--- src/rtl/wb_stim_responder_pkg.sv ---
// Shared definitions for the Wishbone stimulus responder.
// Contents:
//   - FSM state encoding (state_t plus ST_* constants)
//   - bus/lane geometry of the 128-bit data path
//   - default filler instruction word
//   - place_lane(): builds a 128-bit read beat from one 32-bit word
package wb_stim_responder_pkg;

    typedef logic [1:0] state_t;

    localparam state_t ST_IDLE = 2'd0;
    localparam state_t ST_WAIT = 2'd1;
    localparam state_t ST_RESP = 2'd2;

    localparam int unsigned LANE_W    = 32;
    localparam int unsigned BUS_W     = 128;
    localparam int unsigned NUM_LANES = 4;

    localparam logic [31:0] FILL_INST_DEFAULT = 32'hF0801003;

    // All lanes carry the filler; when use_word is set, the selected lane
    // carries the queued instruction instead.
    function automatic logic [BUS_W-1:0] place_lane(
        input logic [LANE_W-1:0] word,
        input logic [1:0]        lane,
        input logic [LANE_W-1:0] fill,
        input logic              use_word
    );
        logic [BUS_W-1:0] beat;
        beat = {NUM_LANES{fill}};
        if (use_word) begin
            beat[{lane, 5'd0} +: LANE_W] = word;
        end else begin
            beat = {NUM_LANES{fill}};
        end
        return beat;
    endfunction

endpackage

--- src/rtl/wb_stim_fifo.sv ---
// Instruction queue for the stimulus responder.
// Ports:
//   clk, rst            clock, asynchronous active-high reset
//   push, push_data     enqueue request and word
//   pop                 dequeue request (ignored when empty)
//   head                word at the read pointer
//   count, full, empty  occupancy
// A push while full is still taken when a pop happens in the same cycle.
module wb_stim_fifo #(
    parameter int unsigned DEPTH = 8,
    parameter int unsigned W     = 32
) (
    input  logic                       clk,
    input  logic                       rst,
    input  logic                       push,
    input  logic [W-1:0]               push_data,
    input  logic                       pop,
    output logic [W-1:0]               head,
    output logic [$clog2(DEPTH+1)-1:0] count,
    output logic                       full,
    output logic                       empty
);
    localparam int unsigned AW = $clog2(DEPTH);
    localparam int unsigned CW = $clog2(DEPTH+1);

    logic [W-1:0]  mem_q [DEPTH];
    logic [AW-1:0] rd_ptr_q, rd_ptr_d;
    logic [AW-1:0] wr_ptr_q, wr_ptr_d;
    logic [CW-1:0] count_q, count_d;
    logic          do_pop_s, do_push_s;

    assign full     = (count_q == CW'(DEPTH));
    assign empty    = (count_q == {CW{1'b0}});
    assign count    = count_q;
    assign head     = mem_q[rd_ptr_q];
    assign do_pop_s  = pop && !empty;
    assign do_push_s = push && (!full || do_pop_s);

    // Next-state for pointers and occupancy; pointers wrap naturally (DEPTH is a power of 2).
    always_comb begin
        rd_ptr_d = rd_ptr_q;
        wr_ptr_d = wr_ptr_q;
        count_d  = count_q;
        if (do_pop_s) begin
            rd_ptr_d = rd_ptr_q + AW'(1);
        end else begin
            rd_ptr_d = rd_ptr_q;
        end
        if (do_push_s) begin
            wr_ptr_d = wr_ptr_q + AW'(1);
        end else begin
            wr_ptr_d = wr_ptr_q;
        end
        case ({do_push_s, do_pop_s})
            2'b10:   count_d = count_q + CW'(1);
            2'b01:   count_d = count_q - CW'(1);
            default: count_d = count_q;
        endcase
    end

    // Pointer and occupancy registers.
    always_ff @(posedge clk or posedge rst) begin
        if (rst) begin
            rd_ptr_q <= {AW{1'b0}};
            wr_ptr_q <= {AW{1'b0}};
            count_q  <= {CW{1'b0}};
        end else begin
            rd_ptr_q <= rd_ptr_d;
            wr_ptr_q <= wr_ptr_d;
            count_q  <= count_d;
        end
    end

    // Storage array; contents are don't-care while the queue is empty.
    always_ff @(posedge clk) begin
        if (do_push_s) begin
            mem_q[wr_ptr_q] <= push_data;
        end
    end

endmodule

--- src/rtl/wb_stim_responder.sv ---
// Wishbone slave model that feeds queued instruction words to a core.
// Ports:
//   clk, rst                          clock, asynchronous active-high reset
//   inst_valid/inst_data/inst_ready   instruction push interface
//   o_wb_*  (inputs)                  core master signals, core naming kept
//   i_wb_*  (outputs)                 read data, ack, err back to the core
//   wr_valid/wr_adr/wr_sel/wr_data    one-cycle capture of core writes
//   fetch_adr                         address of the last terminated read
//   queue_count                       instruction queue occupancy
// All response actions (pop, capture, ack/err) happen on the edge that
// enters RESP, so the registered outputs are visible during RESP.
module wb_stim_responder
    import wb_stim_responder_pkg::*;
#(
    parameter int unsigned DEPTH       = 8,
    parameter int unsigned WAIT_CYCLES = 1,
    parameter logic [31:0] FILL_INST   = FILL_INST_DEFAULT
) (
    input  logic                       clk,
    input  logic                       rst,
    input  logic                       inst_valid,
    input  logic [31:0]                inst_data,
    output logic                       inst_ready,
    input  logic [31:0]                o_wb_adr,
    input  logic [15:0]                o_wb_sel,
    input  logic                       o_wb_we,
    input  logic [127:0]               o_wb_dat,
    input  logic                       o_wb_cyc,
    input  logic                       o_wb_stb,
    output logic [127:0]               i_wb_dat,
    output logic                       i_wb_ack,
    output logic                       i_wb_err,
    output logic                       wr_valid,
    output logic [31:0]                wr_adr,
    output logic [15:0]                wr_sel,
    output logic [127:0]               wr_data,
    output logic [31:0]                fetch_adr,
    output logic [$clog2(DEPTH+1)-1:0] queue_count
);
    state_t         state_q, state_d;
    logic [3:0]     wait_cnt_q, wait_cnt_d;
    logic [31:0]    adr_q, adr_d;
    logic [15:0]    sel_q, sel_d;
    logic           we_q, we_d;
    logic [127:0]   dat_q, dat_d;
    logic           ack_q, ack_d;
    logic           err_q, err_d;
    logic [127:0]   rdat_q, rdat_d;
    logic           wr_valid_q, wr_valid_d;
    logic [31:0]    wr_adr_q, wr_adr_d;
    logic [15:0]    wr_sel_q, wr_sel_d;
    logic [127:0]   wr_data_q, wr_data_d;
    logic [31:0]    fetch_adr_q, fetch_adr_d;
    logic           term_s, pop_s;
    logic           full_s, empty_s;
    logic [31:0]    head_s;
    logic [31:0]    cur_adr_s;
    logic [15:0]    cur_sel_s;
    logic           cur_we_s;
    logic [127:0]   cur_dat_s;

    wb_stim_fifo #(.DEPTH(DEPTH), .W(32)) u_fifo (
        .clk       (clk),
        .rst       (rst),
        .push      (inst_valid),
        .push_data (inst_data),
        .pop       (pop_s),
        .head      (head_s),
        .count     (queue_count),
        .full      (full_s),
        .empty     (empty_s)
    );

    assign inst_ready = !full_s;
    assign i_wb_dat   = rdat_q;
    assign i_wb_ack   = ack_q;
    assign i_wb_err   = err_q;
    assign wr_valid   = wr_valid_q;
    assign wr_adr     = wr_adr_q;
    assign wr_sel     = wr_sel_q;
    assign wr_data    = wr_data_q;
    assign fetch_adr  = fetch_adr_q;

    // With zero wait states the response is decided in IDLE, before the
    // request has been latched, so take the live bus values there.
    always_comb begin
        if (state_q == ST_IDLE) begin
            cur_adr_s = o_wb_adr;
            cur_sel_s = o_wb_sel;
            cur_we_s  = o_wb_we;
            cur_dat_s = o_wb_dat;
        end else begin
            cur_adr_s = adr_q;
            cur_sel_s = sel_q;
            cur_we_s  = we_q;
            cur_dat_s = dat_q;
        end
    end

    // FSM sequencing and response/capture next-state.
    always_comb begin
        state_d     = state_q;
        wait_cnt_d  = wait_cnt_q;
        adr_d       = adr_q;
        sel_d       = sel_q;
        we_d        = we_q;
        dat_d       = dat_q;
        ack_d       = 1'b0;
        err_d       = 1'b0;
        rdat_d      = 128'd0;
        wr_valid_d  = 1'b0;
        wr_adr_d    = wr_adr_q;
        wr_sel_d    = wr_sel_q;
        wr_data_d   = wr_data_q;
        fetch_adr_d = fetch_adr_q;
        term_s      = 1'b0;
        pop_s       = 1'b0;

        case (state_q)
            ST_IDLE: begin
                if (o_wb_cyc && o_wb_stb) begin
                    adr_d = o_wb_adr;
                    sel_d = o_wb_sel;
                    we_d  = o_wb_we;
                    dat_d = o_wb_dat;
                    if (WAIT_CYCLES == 32'd0) begin
                        term_s  = 1'b1;
                        state_d = ST_RESP;
                    end else begin
                        wait_cnt_d = 4'(WAIT_CYCLES - 32'd1);
                        state_d    = ST_WAIT;
                    end
                end else begin
                    state_d = ST_IDLE;
                end
            end
            ST_WAIT: begin
                if (!o_wb_cyc) begin
                    state_d = ST_IDLE;
                end else if (wait_cnt_q == 4'd0) begin
                    term_s  = 1'b1;
                    state_d = ST_RESP;
                end else begin
                    wait_cnt_d = wait_cnt_q - 4'd1;
                end
            end
            ST_RESP: begin
                state_d = ST_IDLE;
            end
            default: begin
                state_d = ST_IDLE;
            end
        endcase

        // Zero byte-select terminates with err and has no side effect
        // other than recording the fetch address of a read.
        if (term_s) begin
            if (cur_sel_s == 16'd0) begin
                err_d = 1'b1;
                if (!cur_we_s) begin
                    fetch_adr_d = cur_adr_s;
                end else begin
                    fetch_adr_d = fetch_adr_q;
                end
            end else if (cur_we_s) begin
                ack_d      = 1'b1;
                wr_valid_d = 1'b1;
                wr_adr_d   = cur_adr_s;
                wr_sel_d   = cur_sel_s;
                wr_data_d  = cur_dat_s;
            end else begin
                ack_d       = 1'b1;
                fetch_adr_d = cur_adr_s;
                rdat_d      = place_lane(head_s, cur_adr_s[3:2], FILL_INST, !empty_s);
                pop_s       = !empty_s;
            end
        end else begin
            ack_d = 1'b0;
        end
    end

    // State, latched request and registered outputs.
    always_ff @(posedge clk or posedge rst) begin
        if (rst) begin
            state_q     <= ST_IDLE;
            wait_cnt_q  <= 4'd0;
            adr_q       <= 32'd0;
            sel_q       <= 16'd0;
            we_q        <= 1'b0;
            dat_q       <= 128'd0;
            ack_q       <= 1'b0;
            err_q       <= 1'b0;
            rdat_q      <= 128'd0;
            wr_valid_q  <= 1'b0;
            wr_adr_q    <= 32'd0;
            wr_sel_q    <= 16'd0;
            wr_data_q   <= 128'd0;
            fetch_adr_q <= 32'd0;
        end else begin
            state_q     <= state_d;
            wait_cnt_q  <= wait_cnt_d;
            adr_q       <= adr_d;
            sel_q       <= sel_d;
            we_q        <= we_d;
            dat_q       <= dat_d;
            ack_q       <= ack_d;
            err_q       <= err_d;
            rdat_q      <= rdat_d;
            wr_valid_q  <= wr_valid_d;
            wr_adr_q    <= wr_adr_d;
            wr_sel_q    <= wr_sel_d;
            wr_data_q   <= wr_data_d;
            fetch_adr_q <= fetch_adr_d;
        end
    end

endmodule

--- config.mk ---
export PLATFORM = sky130hd
export DESIGN_NAME = wb_stim_responder
export DESIGN_NICKNAME = d
export VERILOG_FILES = /design/src/rtl/wb_stim_responder_pkg.sv /design/src/rtl/wb_stim_fifo.sv /design/src/rtl/wb_stim_responder.sv
export SDC_FILE = /design/constraint.sdc
export NUM_CORES = 1
export LEC_CHECK = 0
export CORE_UTILIZATION = 52
export DETAILED_ROUTE_END_ITERATION = 6
export PLACE_DENSITY = 0.79
export SYNTH_ARGS = -nofsm -noshare
export SYNTH_HDL_FRONTEND = slang
export SYNTH_SLANG_ARGS = --single-unit
--- constraint.sdc ---
create_clock -name clk -period 19.4 [get_ports clk]
set_input_delay 1.94 -clock clk [delete_from_list [all_inputs] [get_ports clk]]
set_output_delay 1.94 -clock clk [all_outputs]
set_load 0.05 [all_outputs]
==> Yosys cells after proc, flatten, opt, wreduce, memory -nomap -nowiden <==
Memory sizes are Yosys's and may differ from the RTL's.
Cells that the tools add are included.
{ "classes": {"shift": 2, "addsub": 6, "n_bitwise": 5, "magnitude_cmp": 0, "eq_ne": 8, "muxes": 32, "div_mod_pow": 0, "multipliers": 0, "reduce_logical": 16} }
{ "op_table": {"columns": ["operator", "count"], "rows": [
  ["128-bit two-way mux", 5],
  ["32-bit by 9-bit variable shift with 128-bit output (first input constant)", 1],
  ["32-bit by 9-bit indexed part select with 128-bit output", 1],
  ["96-bit bitwise AND", 1],
  ["32-bit two-way mux", 1],
  ["32-bit inverter", 1],
  ["32-bit OR", 1],
  ["1-bit two-way mux", 17],
  ["16-bit logical NOT", 1],
  ["16-bit two-way mux", 1],
  ["4-bit case mux with 2 select lines", 2],
  ["4-bit two-way mux", 3],
  ["7-bit negator with 9-bit output", 1],
  ["4-bit logical NOT", 2],
  ["4-bit by 1-bit subtractor with 4-bit output (second input constant)", 2],
  ["3-bit by 1-bit adder with 3-bit output (second input constant)", 2],
  ["4-bit by 1-bit adder with 4-bit output (second input constant)", 1],
  ["2-bit by 1-bit equality test with 1-bit output (second input constant)", 2],
  ["4-bit equality test (second input constant)", 1],
  ["2-bit two-way mux", 2],
  ["2-bit inequality test (second input constant)", 2],
  ["2-bit case mux with 2 select lines", 1],
  ["2-bit AND reduction", 2],
  ["4-bit AND reduction", 1],
  ["other kinds (10)", 15]
]} }
{ "word_totals": {"latchBits": 0, "word_cells": 87, "in_bits": 214, "rom_bits": 0, "output_inout_bits": 344, "ramBits": 256, "reg_bits": 532, "mem_count": 1} }
{ "memory_table": {"columns": ["name", "depth", "word_bits", "rd", "rd_ports_with_merged_regs", "wr", "line_no", "text"], "rows": [
  ["u_fifo.mem_q", 8, 32, 1, 0, 1, "wb_stim_fifo.sv:26", "logic [W-1:0] mem_q [DEPTH];"]
]} }

==> Depth between registers and ports, before layout <==
Gate-level depths: netlist (run 1).
{ "depth": {"ltp_word": 10, "ltp_mapped": 12, "ltp_nobuf": 12} }

==> Cells and area by module <==
Synthesis (run 1) repeated with hierarchy kept, for this count alone.
{ "unflattened": {"cells_unflattened": 1755, "hier_area_um2": 30897.1} }
{ "by_module_without_submodules": {"columns": ["module", "area_each_um2", "cells_per_inst", "seq_area_each_um2", "instances"], "rows": [
  ["wb_stim_responder", 20485.9, 1315, 13062.5, 1],
  ["wb_stim_fifo", 10411.2, 440, 7937.6, 1]
]} }

==> Least setup slack after synthesis (run 1) <==
No wires, ideal clock.
{ "synth_path": {"path_kind": "input port to flip-flop", "from": "input o_wb_cyc", "to": "memory u_fifo.mem_q[5][0], enable pin", "path_slack_ns": 13.827, "required_ns": 18.939, "setup_ns": 0.461, "t_arrival_ns": 5.112, "stages": 6, "path_cell_list": "inv_1 -> nor4b_4 -> and2_1 -> buf_4 -> o21ai_1 -> nor3_1"} }
{ "synth_between": {"elab_chain_cells": 8} }
{ "synth_lines": {"columns": ["item", "line_no", "text"], "rows": [
  ["start: declaration", "wb_stim_responder.sv:28", "input logic o_wb_cyc,"],
  ["1-bit two-way mux", "wb_stim_responder.sv:138", "if (!o_wb_cyc) begin"],
  ["1-bit two-way mux", "wb_stim_responder.sv:119", "case (state_q)"],
  ["1-bit two-way mux", "wb_stim_responder.sv:157", "if (term_s) begin"],
  ["1-bit logical AND", "wb_stim_fifo.sv:36", "assign do_pop_s = pop && !empty;"],
  ["1-bit logical OR", "wb_stim_fifo.sv:37", "assign do_push_s = push && (!full || do_pop_s);"],
  ["1-bit logical AND", "wb_stim_fifo.sv:37", null],
  ["1-bit two-way mux", "wb_stim_fifo.sv:76", "if (do_push_s) begin"],
  ["1-bit two-way mux (implied by the code)", "wb_stim_fifo.sv:77", "mem_q[wr_ptr_q] <= push_data;"],
  ["end: declaration", "wb_stim_fifo.sv:26", null]
]} }
No other way between the ends.

==> Final worst setup path (run 1) <==
{ "layout_path": {"from": "input o_wb_cyc", "to": "register u_fifo.count_q[3] (netlist: u_fifo.count[3])"} }
{ "layout_between": {"elab_chain_cells": 8, "word_cells_on_any_way": 10, "cone_classes": "eq/ne: 2; mux: 4; reduce/logical: 4"} }
{ "layout_lines": {"columns": ["item", "line_no", "text"], "rows": [
  ["1-bit two-way mux *", "wb_stim_responder.sv:138", null],
  ["1-bit two-way mux *", "wb_stim_responder.sv:119", null],
  ["1-bit two-way mux *", "wb_stim_responder.sv:157", null],
  ["1-bit logical AND *", "wb_stim_fifo.sv:36", null],
  ["1-bit logical OR", "wb_stim_fifo.sv:37", null],
  ["1-bit logical AND", "wb_stim_fifo.sv:37", null],
  ["2-bit by 1-bit equality test with 1-bit output / 2-bit equality test (equally long branches)", "wb_stim_fifo.sv:54", "case ({do_push_s, do_pop_s})"],
  ["4-bit case mux with 2 select lines / 2-bit nonzero test (equally long branches)", null, null],
  ["end signal: assignment", "wb_stim_fifo.sv:66", "count_q <= {CW{1'b0}};"],
  ["end signal: assignment", "wb_stim_fifo.sv:70", "count_q <= count_d;"],
  ["end: declaration", "wb_stim_fifo.sv:29", "logic [CW-1:0] count_q, count_d;"]
]} }
Mark *: on every way between the ends. The rest lies on a longest branch, timed or not.
A chain may end at the register's enable or synchronous reset.

==> results of run 1 <==
==> area by class of cell <==
class                   instances  area, um2  share of cell area (%)
diodes                         15      37.54                 0.09573
clock buffers                 109       2325                   5.929
clock inverters                39      426.7                   1.088
inverters                      10      45.04                  0.1149
multi-input cells            1270       8622                   21.99
flip-flops and latches        788      21010                   53.58
well taps                     756      945.9                   2.412
repair buffers                582       5801                   14.79
==> worst max-delay path, delay by kind of cell <==
family	cells	cell delay, ns
buffers and inverters	3	1.26
AO/OA/AOI/OAI	4	0.79
adder cells (fa/ha/maj)	1	0.28
AND/OR/NAND/NOR	4	1.00
==> through the flow <==
stage | util (%) | power (mW)
2_1_floorplan | - | 4.110
5_1_grt | 68.99 | 6.852
4_1_cts | 68.94 | 6.615
3_5_place_dp | 64.09 | 5.004
6_report | 69.00 | 6.578
3_3_place_gp | 64.09 | 4.928
==> logic make-up (layout without fill, tap and decap cells) <==
logic type               Yosys count  after routing  synth area share (%)
adder cells (fa/ha/maj)           11             11                0.4808
multiplexers                     308            308                 13.68
XOR/XNOR                           8              8                0.2321
AO/OA/AOI/OAI                    256            256                 4.965
buffers and inverters            143            740                 2.014
AND/OR/NAND/NOR                  687            687                 9.068
other                              0             15                     0
flip-flops                       788            788                 69.56
==> worst max-delay path by stage <==
stage,start,end
after floorplan,rst,adr_q[0]$_DFFE_PP0P_
after global placement,o_wb_cyc,u_fifo.count[3]$_DFFE_PP0P_
after detailed placement,o_wb_cyc,u_fifo.count[3]$_DFFE_PP0P_
after CTS,o_wb_cyc,u_fifo.count[3]$_DFFE_PP0P_
after global routing,o_wb_cyc,u_fifo.count[3]$_DFFE_PP0P_
final,o_wb_cyc,u_fifo.count[3]$_DFFE_PP0P_
==> registers in the layout (all words and copies together), names as in the netlist <==
signal           count
u_fifo.mem_q       256
dat_q              128
i_wb_dat           128
wr_data            128
adr_q               32
fetch_adr           32
wr_adr              32
sel_q               16
wr_sel              16
u_fifo.count         4
wait_cnt_q           4
u_fifo.rd_ptr_q      3
u_fifo.wr_ptr_q      3
state_q              2
i_wb_ack             1
i_wb_err             1
we_q                 1
wr_valid             1
==> placed cells by master (no fill, tap or decap), types with 3 or more instances in the layout <==
cell,instances
sky130_fd_sc_hd__clkbuf_8,15
sky130_fd_sc_hd__nor2_1,343
sky130_fd_sc_hd__mux2i_1,56
sky130_fd_sc_hd__buf_12,3
sky130_fd_sc_hd__nor3_2,5
sky130_fd_sc_hd__edfxtp_1,256
sky130_fd_sc_hd__bufinv_16,5
sky130_fd_sc_hd__nand4_2,4
sky130_fd_sc_hd__a31oi_1,144
sky130_fd_sc_hd__clkdlybuf4s50_1,557
sky130_fd_sc_hd__clkbuf_1,11
sky130_fd_sc_hd__nand2_1,300
sky130_fd_sc_hd__ha_1,10
sky130_fd_sc_hd__nand2b_1,5
sky130_fd_sc_hd__clkbuf_16,83
sky130_fd_sc_hd__nor4_1,4
sky130_fd_sc_hd__clkinv_1,9
sky130_fd_sc_hd__a21oi_1,97
sky130_fd_sc_hd__nand3_1,6
sky130_fd_sc_hd__buf_4,22
sky130_fd_sc_hd__dfrtp_1,529
sky130_fd_sc_hd__xor2_1,3
sky130_fd_sc_hd__clkinv_2,11
sky130_fd_sc_hd__nor2_2,5
sky130_fd_sc_hd__mux4_2,64
sky130_fd_sc_hd__diode_2,15
sky130_fd_sc_hd__xnor2_1,5
sky130_fd_sc_hd__mux2_2,186
sky130_fd_sc_hd__inv_1,8
sky130_fd_sc_hd__inv_16,4
sky130_fd_sc_hd__clkinvlp_4,3
==> report_power, final <==
group	internal, mW	leakage, nW	total [mW]	switching (mW)
clock network	0.920	1.34	1.59	0.669
logic	0.902	5.52	2.54	1.64
registers	2.18	9.07	2.45	0.269
total	4.00	15.9	6.58	2.57
==> per-layer routing <==
layer / GRT usage, % / wire, um / vias to the layer above
met4: 13.95 / 3560 / 10
met5: 0 / 65 / -
li1: - / - / 8857
met2: 44.93 / 40620 / 839
met1: 33.68 / 30200 / 10140
met3: 6.269 / 6071 / 204
==> results.py, run 1 <==
metrics = {
    "status": {
        "status": "completed",
    },
    "min_path": {
        "worst_hold_path_type": "flip-flop to flip-flop",
        "worst_hold_path.endpoint": "adr_q[25]$_DFFE_PP0P_",
        "cell_depth_of_the_worst_min_delay_path": 1,
        "holdCritStartpoint": "adr_q[25]$_DFFE_PP0P_",
    },
    "synthesis": {
        "synth.yosys.seq_area_share_pct": 69.56,
        "synthesis_warning_total": 0,
        "syn_inst": 2201,
        "synth.avg_cell_area_um2": 13.72,
        "synthesis.nets": 2426,
        "yosys.area.top_type_share_pct": 44.10,
        "ys_seq_elements": 788,
        "yosysMostFrequentCell": "sky130_fd_sc_hd__dfrtp_1",
        "synth_largest_area_cell": "sky130_fd_sc_hd__dfrtp_1",
        "synth.area.top_cells": "sky130_fd_sc_hd__dfrtp_1 (44%), sky130_fd_sc_hd__edfxtp_1 (25%), sky130_fd_sc_hd__mux2_2 (6.9%)",
        "async_flop_share_pct": 67.51,
        "post_synth_num_cell_types": 50,
        "synth_edf_count": 256,
        "yosys-top-cells-count": "sky130_fd_sc_hd__dfrtp_1 (532), sky130_fd_sc_hd__nor2_1 (347), sky130_fd_sc_hd__nand2_1 (300), sky130_fd_sc_hd__edfxtp_1 (256), sky130_fd_sc_hd__mux2_2 (186)",
        "synth_top_flop_cell": "sky130_fd_sc_hd__dfrtp_1",
        "synthesis.area_mm2": 0.03019,
    },
    "route": {
        "routed_wirelength_um": 80510,
        "dr_total_vias": 20050,
        "routedWlPerCell_um": 22.56,
        "detailedRoute.firstPassIterationCount": 6,
        "detailedRoute.firstIterationViolations": 1413,
        "remaining_drc_errors": 0,
        "antenna_left": 0,
        "routed_via_density": 5.617,
    },
    "floorplanning": {
        "die_area_mm2": 0.05902,
        "die_w_um": 243.0,
        "ios": 558,
        "chipHeight_um": 243.0,
        "start_util_pct": 53.13,
        "rows": 87,
        "core_region_area_mm2": 0.05682,
    },
    "timing": {
        "final_hold_viol_count": 0,
        "final.setup.tns_ns": 0,
        "timing.hold.ws_ns": 0.5048,
        "post-route-worst-setup-slack_ns": 14.57,
        "timing_max_transition_violations_final": 0,
        "unrepaired_setup_endpoints_after_global_routing": "false",
        "worst_pin_slew_ns": 1.169,
        "timing.final.crit_period_ns": 4.827,
        "period_share_pct": 24.88,
        "clock.fmax_ghz": 0.2071,
        "setup_violations": 0,
        "fin_skew_ns": 0.02621,
        "max-slew-margin-rel_pct": 22.05,
    },
    "worst_setup_path": {
        "critical_path.slowest_cell": "sky130_fd_sc_hd__buf_4",
        "crit_path_start_kind": "input pin",
        "crit_type": "input pin to flip-flop",
        "slowest_delay_ns": 0.60,
        "cp.arrival_ns": 5.31,
        "crit_chain": "clkdlybuf4s50_1 > inv_1 > nor4b_4 > buf_4 > nand3_1 > nor2_1 > ha_1 > a21o_1 > a21oi_1 > nand3_1 > o221ai_1 > o221ai_1",
        "required_worst_endpoint_ns": 19.88,
        "timing.critical_path.fanout_max": 68,
        "ff_to_ff_start": "wait_cnt_q[0]$_DFFE_PP0P_",
        "capturing_point_of_the_worst_reg2reg_path": "u_fifo.count[3]$_DFFE_PP0P_",
        "reg2reg_setup_slack_ns": 15.50,
        "worstSetupEndpointType": "flip-flop",
        "reg2reg_depth": 13,
    },
    "power_and_ir_drop": {
        "powerDensity_mw_per_mm2": 167.8,
        "power.ir.vdd_worst_mv": 0.1012,
        "p_leak_nw": 15.94,
    },
    "global_route": {
        "grt_antenna_before_repair": 19,
        "first_pass_grt_wire_length_um": 122200,
        "gr-usage-all-layers_pct": 27.22,
        "grt_max_degree": 247,
        "first_global_vias": 20630,
        "overflow": 0,
    },
    "cts": {
        "post_cts_setup_repair_buffer_count": 0,
        "cts_num_sinks": 788,
        "cts-htree-levels": 3,
        "cts_hold_repair.buffers": 0,
        "cts_root_buffer": "sky130_fd_sc_hd__clkbuf_16",
        "cts.clk_slew.worst_paths_ns": 0.06,
        "tritoncts": "built",
        "cts-buffers-inserted": 81,
        "cts_buffer_depth": 3,
        "post_cts_resized": 0,
        "clock_latency_ns": 0.63,
    },
    "placement": {
        "detailed_place.area_mm2": 0.03642,
        "post-place-ws_ns": 14.01,
        "dp_hpwl_um": 50320,
        "place.gp.congestion": 0.8459,
        "io_buffers": 557,
        "numPlacedInstances": 3406,
    },
    "layout": {
        "layout-area-overhead-vs-synth_pct": 29.87,
        "layout.nets": 2958,
        "finalInstanceArea_mm2": 0.03921,
        "final_non_filler_cells": 3569,
        "layout-drive-gt1-share_pct": 15.40,
        "fill_cells": 3763,
    },
    "run": {
        "drv.max_cap_violation_count": 0,
    },
}
No activity file was read; power rests on OpenSTA's default activity.
==> run 2: changes to the inputs <==
--- a/config.mk
+++ b/config.mk
@@ -5,9 +5,9 @@
 export SDC_FILE = /design/constraint.sdc
 export NUM_CORES = 1
 export LEC_CHECK = 0
-export CORE_UTILIZATION = 52
+export CORE_UTILIZATION = 47
 export DETAILED_ROUTE_END_ITERATION = 6
-export PLACE_DENSITY = 0.79
+export PLACE_DENSITY = 0.76
 export SYNTH_ARGS = -nofsm -noshare
 export SYNTH_HDL_FRONTEND = slang
 export SYNTH_SLANG_ARGS = --single-unit
==> constraint.sdc (replaced) <==
create_clock -name clk -period 3.9 [get_ports clk]
set_input_delay 0.39 -clock clk [delete_from_list [all_inputs] [get_ports clk]]
set_output_delay 0.39 -clock clk [all_outputs]
set_load 0.05 [all_outputs]
==> results.py, run 2 (synthesis results as in run 1) <==
metrics = {
    "timing": {
        "fin_skew_ns": 0.03418,
        "worst_pin_slew_ns": 1.183,
        "clock.fmax_ghz": 0.3274,
        "timing.final.crit_period_ns": 3.054,
        "unrepaired_setup_endpoints_after_global_routing": "false",
        "max-slew-margin-rel_pct": 21.14,
        "setup_violations": 0,
        "timing_max_transition_violations_final": 0,
        "post-route-worst-setup-slack_ns": 0.8459,
        "final_hold_viol_count": 0,
        "period_share_pct": 78.31,
        "final.setup.tns_ns": 0,
    },
    "worst_setup_path": {
        "timing.critical_path.mode_cell": "sky130_fd_sc_hd__ha_1",
        "capturing_point_of_the_worst_reg2reg_path": "u_fifo.count[3]$_DFFE_PP0P_",
        "crit_path_start_kind": "flip-flop",
        "crit_chain": "inv_1 > ha_1 > nor3b_1 > nor4b_4 > nand3_1 > nor2_1 > ha_1 > a21o_1 > a21oi_1 > nand2b_1 > o22a_1 > o221ai_1",
        "cp.arrival_ns": 3.55,
        "reg2reg_setup_slack_ns": 0.85,
        "timing.critical_path.fanout_max": 4,
        "crit_type": "flip-flop to flip-flop",
        "required_worst_endpoint_ns": 4.39,
        "ff_to_ff_start": "wait_cnt_q[0]$_DFFE_PP0P_",
        "critical_path_origin": "wait_cnt_q[0]$_DFFE_PP0P_",
        "reg2reg_depth": 12,
        "worstSetupEndpointType": "flip-flop",
        "critical_path.slowest_cell": "sky130_fd_sc_hd__dfrtp_1",
        "slowest_delay_ns": 0.39,
    },
    "route": {
        "routedWlPerCell_um": 21.43,
        "detailedRoute.firstPassIterationCount": 6,
        "routed_wirelength_um": 78850,
        "routed_via_density": 5.438,
        "detailedRoute.firstIterationViolations": 1803,
        "antenna_left": 0,
        "dr_total_vias": 20010,
        "remaining_drc_errors": 0,
    },
    "placement": {
        "io_buffers": 557,
        "numPlacedInstances": 3518,
        "place.gp.congestion": 0.8370,
        "post-place-ws_ns": 0.8294,
        "dp_hpwl_um": 51540,
    },
    "layout": {
        "layout-drive-gt1-share_pct": 15.92,
        "registers.top_by_ff_count": "u_fifo.mem_q",
        "fill_cells": 4625,
        "most_frequent_cells_in_the_layout": "sky130_fd_sc_hd__clkdlybuf4s50_1 (557), sky130_fd_sc_hd__dfrtp_1 (529), sky130_fd_sc_hd__nor2_1 (343)",
        "layout.nets": 2980,
        "final_non_filler_cells": 3679,
        "mostFrequentLayoutCell": "sky130_fd_sc_hd__clkdlybuf4s50_1",
        "layout-area-overhead-vs-synth_pct": 31.24,
        "multiInputGateArea_mm2": 0.008647,
        "final_core_util_pct": 62.58,
        "seqCellArea_mm2": 0.02101,
        "number_of_flip_flops_under_the_largest_register_name": 256,
    },
    "cts": {
        "cts_buffer_depth": 3,
        "cts_root_buffer": "sky130_fd_sc_hd__clkbuf_16",
        "clock_latency_ns": 0.65,
        "tritoncts": "built",
        "post_cts_setup_repair_buffer_count": 0,
        "post_cts_resized": 0,
        "cts_num_sinks": 788,
        "cts-buffers-inserted": 81,
        "cts-htree-levels": 3,
        "cts_hold_repair.buffers": 0,
        "cts.clk_slew.worst_paths_ns": 0.06,
    },
    "global_route": {
        "first_pass_grt_wire_length_um": 122300,
        "overflow": 0,
        "grt_antenna_before_repair": 14,
        "gr-usage-all-layers_pct": 24.18,
        "first_global_vias": 20470,
        "grt_max_degree": 176,
    },
    "floorplanning": {
        "ios": 558,
        "rows": 92,
        "die_w_um": 255.4,
        "chipHeight_um": 255.4,
        "die_area_mm2": 0.06525,
        "start_util_pct": 47.69,
        "core_region_area_mm2": 0.06331,
    },
    "min_path": {
        "worst_hold_path_type": "input pin to asynchronous set/reset pin",
    },
    "status": {
        "status": "completed",
    },
    "power_and_ir_drop": {
        "report.power.total_mw": 32.50,
        "powerDensity_mw_per_mm2": 820.3,
        "power.ir.vdd_worst_mv": 0.4637,
        "p_leak_nw": 16.09,
    },
    "run": {
        "drv.max_cap_violation_count": 0,
    },
}
[run 2: layer usage]
metal | track usage [%] | wire (um) | vias to the layer above
li1 | - | - | 8899
met5 | 0 | 65 | -
met3 | 6.161 | 5751 | 173
met2 | 39.97 | 39340 | 743
met4 | 10.06 | 2774 | 10
met1 | 30.32 | 30920 | 10180
[run 2: critical path, delay by kind of cell (launching register included)]
| family | cells | cell delay (ns) |
|---|---|---|
| simple gates | 5 | 1.36 |
| fa+ha+maj | 2 | 0.44 |
| buf+inv | 1 | 0.08 |
| compound gates | 4 | 0.67 |
| flops | 1 | 0.39 |
[run 2: area by class of cell]
class                           count  area share [%]
Antenna cell                       12         0.07579
Clock buffer                      119           5.956
Clock inverter                     30          0.8179
Inverter                           10          0.1042
Multi-Input combinational cell   1270           21.82
Sequential cell                   788           53.02
Tap cell                          846           2.672
Timing Repair Buffer              604           15.53
[run 2: through the flow]
stage	cell area, um2	hold slack [ns]
CTS	39590	0.06854
finish	39620	0.1068
global route	39620	0.1143
floorplan	30210	0.4800
detailed placement	36910	0.4948
global placement	36910	0.4884
[run 2: worst max path at each step]
stage | endpoint | slack (ns) | depth (start not counted)
finish | u_fifo.count[3]$_DFFE_PP0P_ | 0.85 | 12
global route | u_fifo.count[3]$_DFFE_PP0P_ | 0.60 | 12
CTS | u_fifo.count[3]$_DFFE_PP0P_ | 0.83 | 12
detailed placement | u_fifo.count[3]$_DFFE_PP0P_ | 0.83 | 11
global placement | u_fifo.count[3]$_DFFE_PP0P_ | 0.86 | 11
floorplan | adr_q[0]$_DFFE_PP0P_ | -3.72 | 1
[run 2: power breakdown]
part           internal, mW  total (mW)  switching (mW)
combinational          4.54        12.7            8.12
sequential             10.9        12.1            1.29
clock                  4.44        7.70            3.26
total                  19.8        32.5            12.7
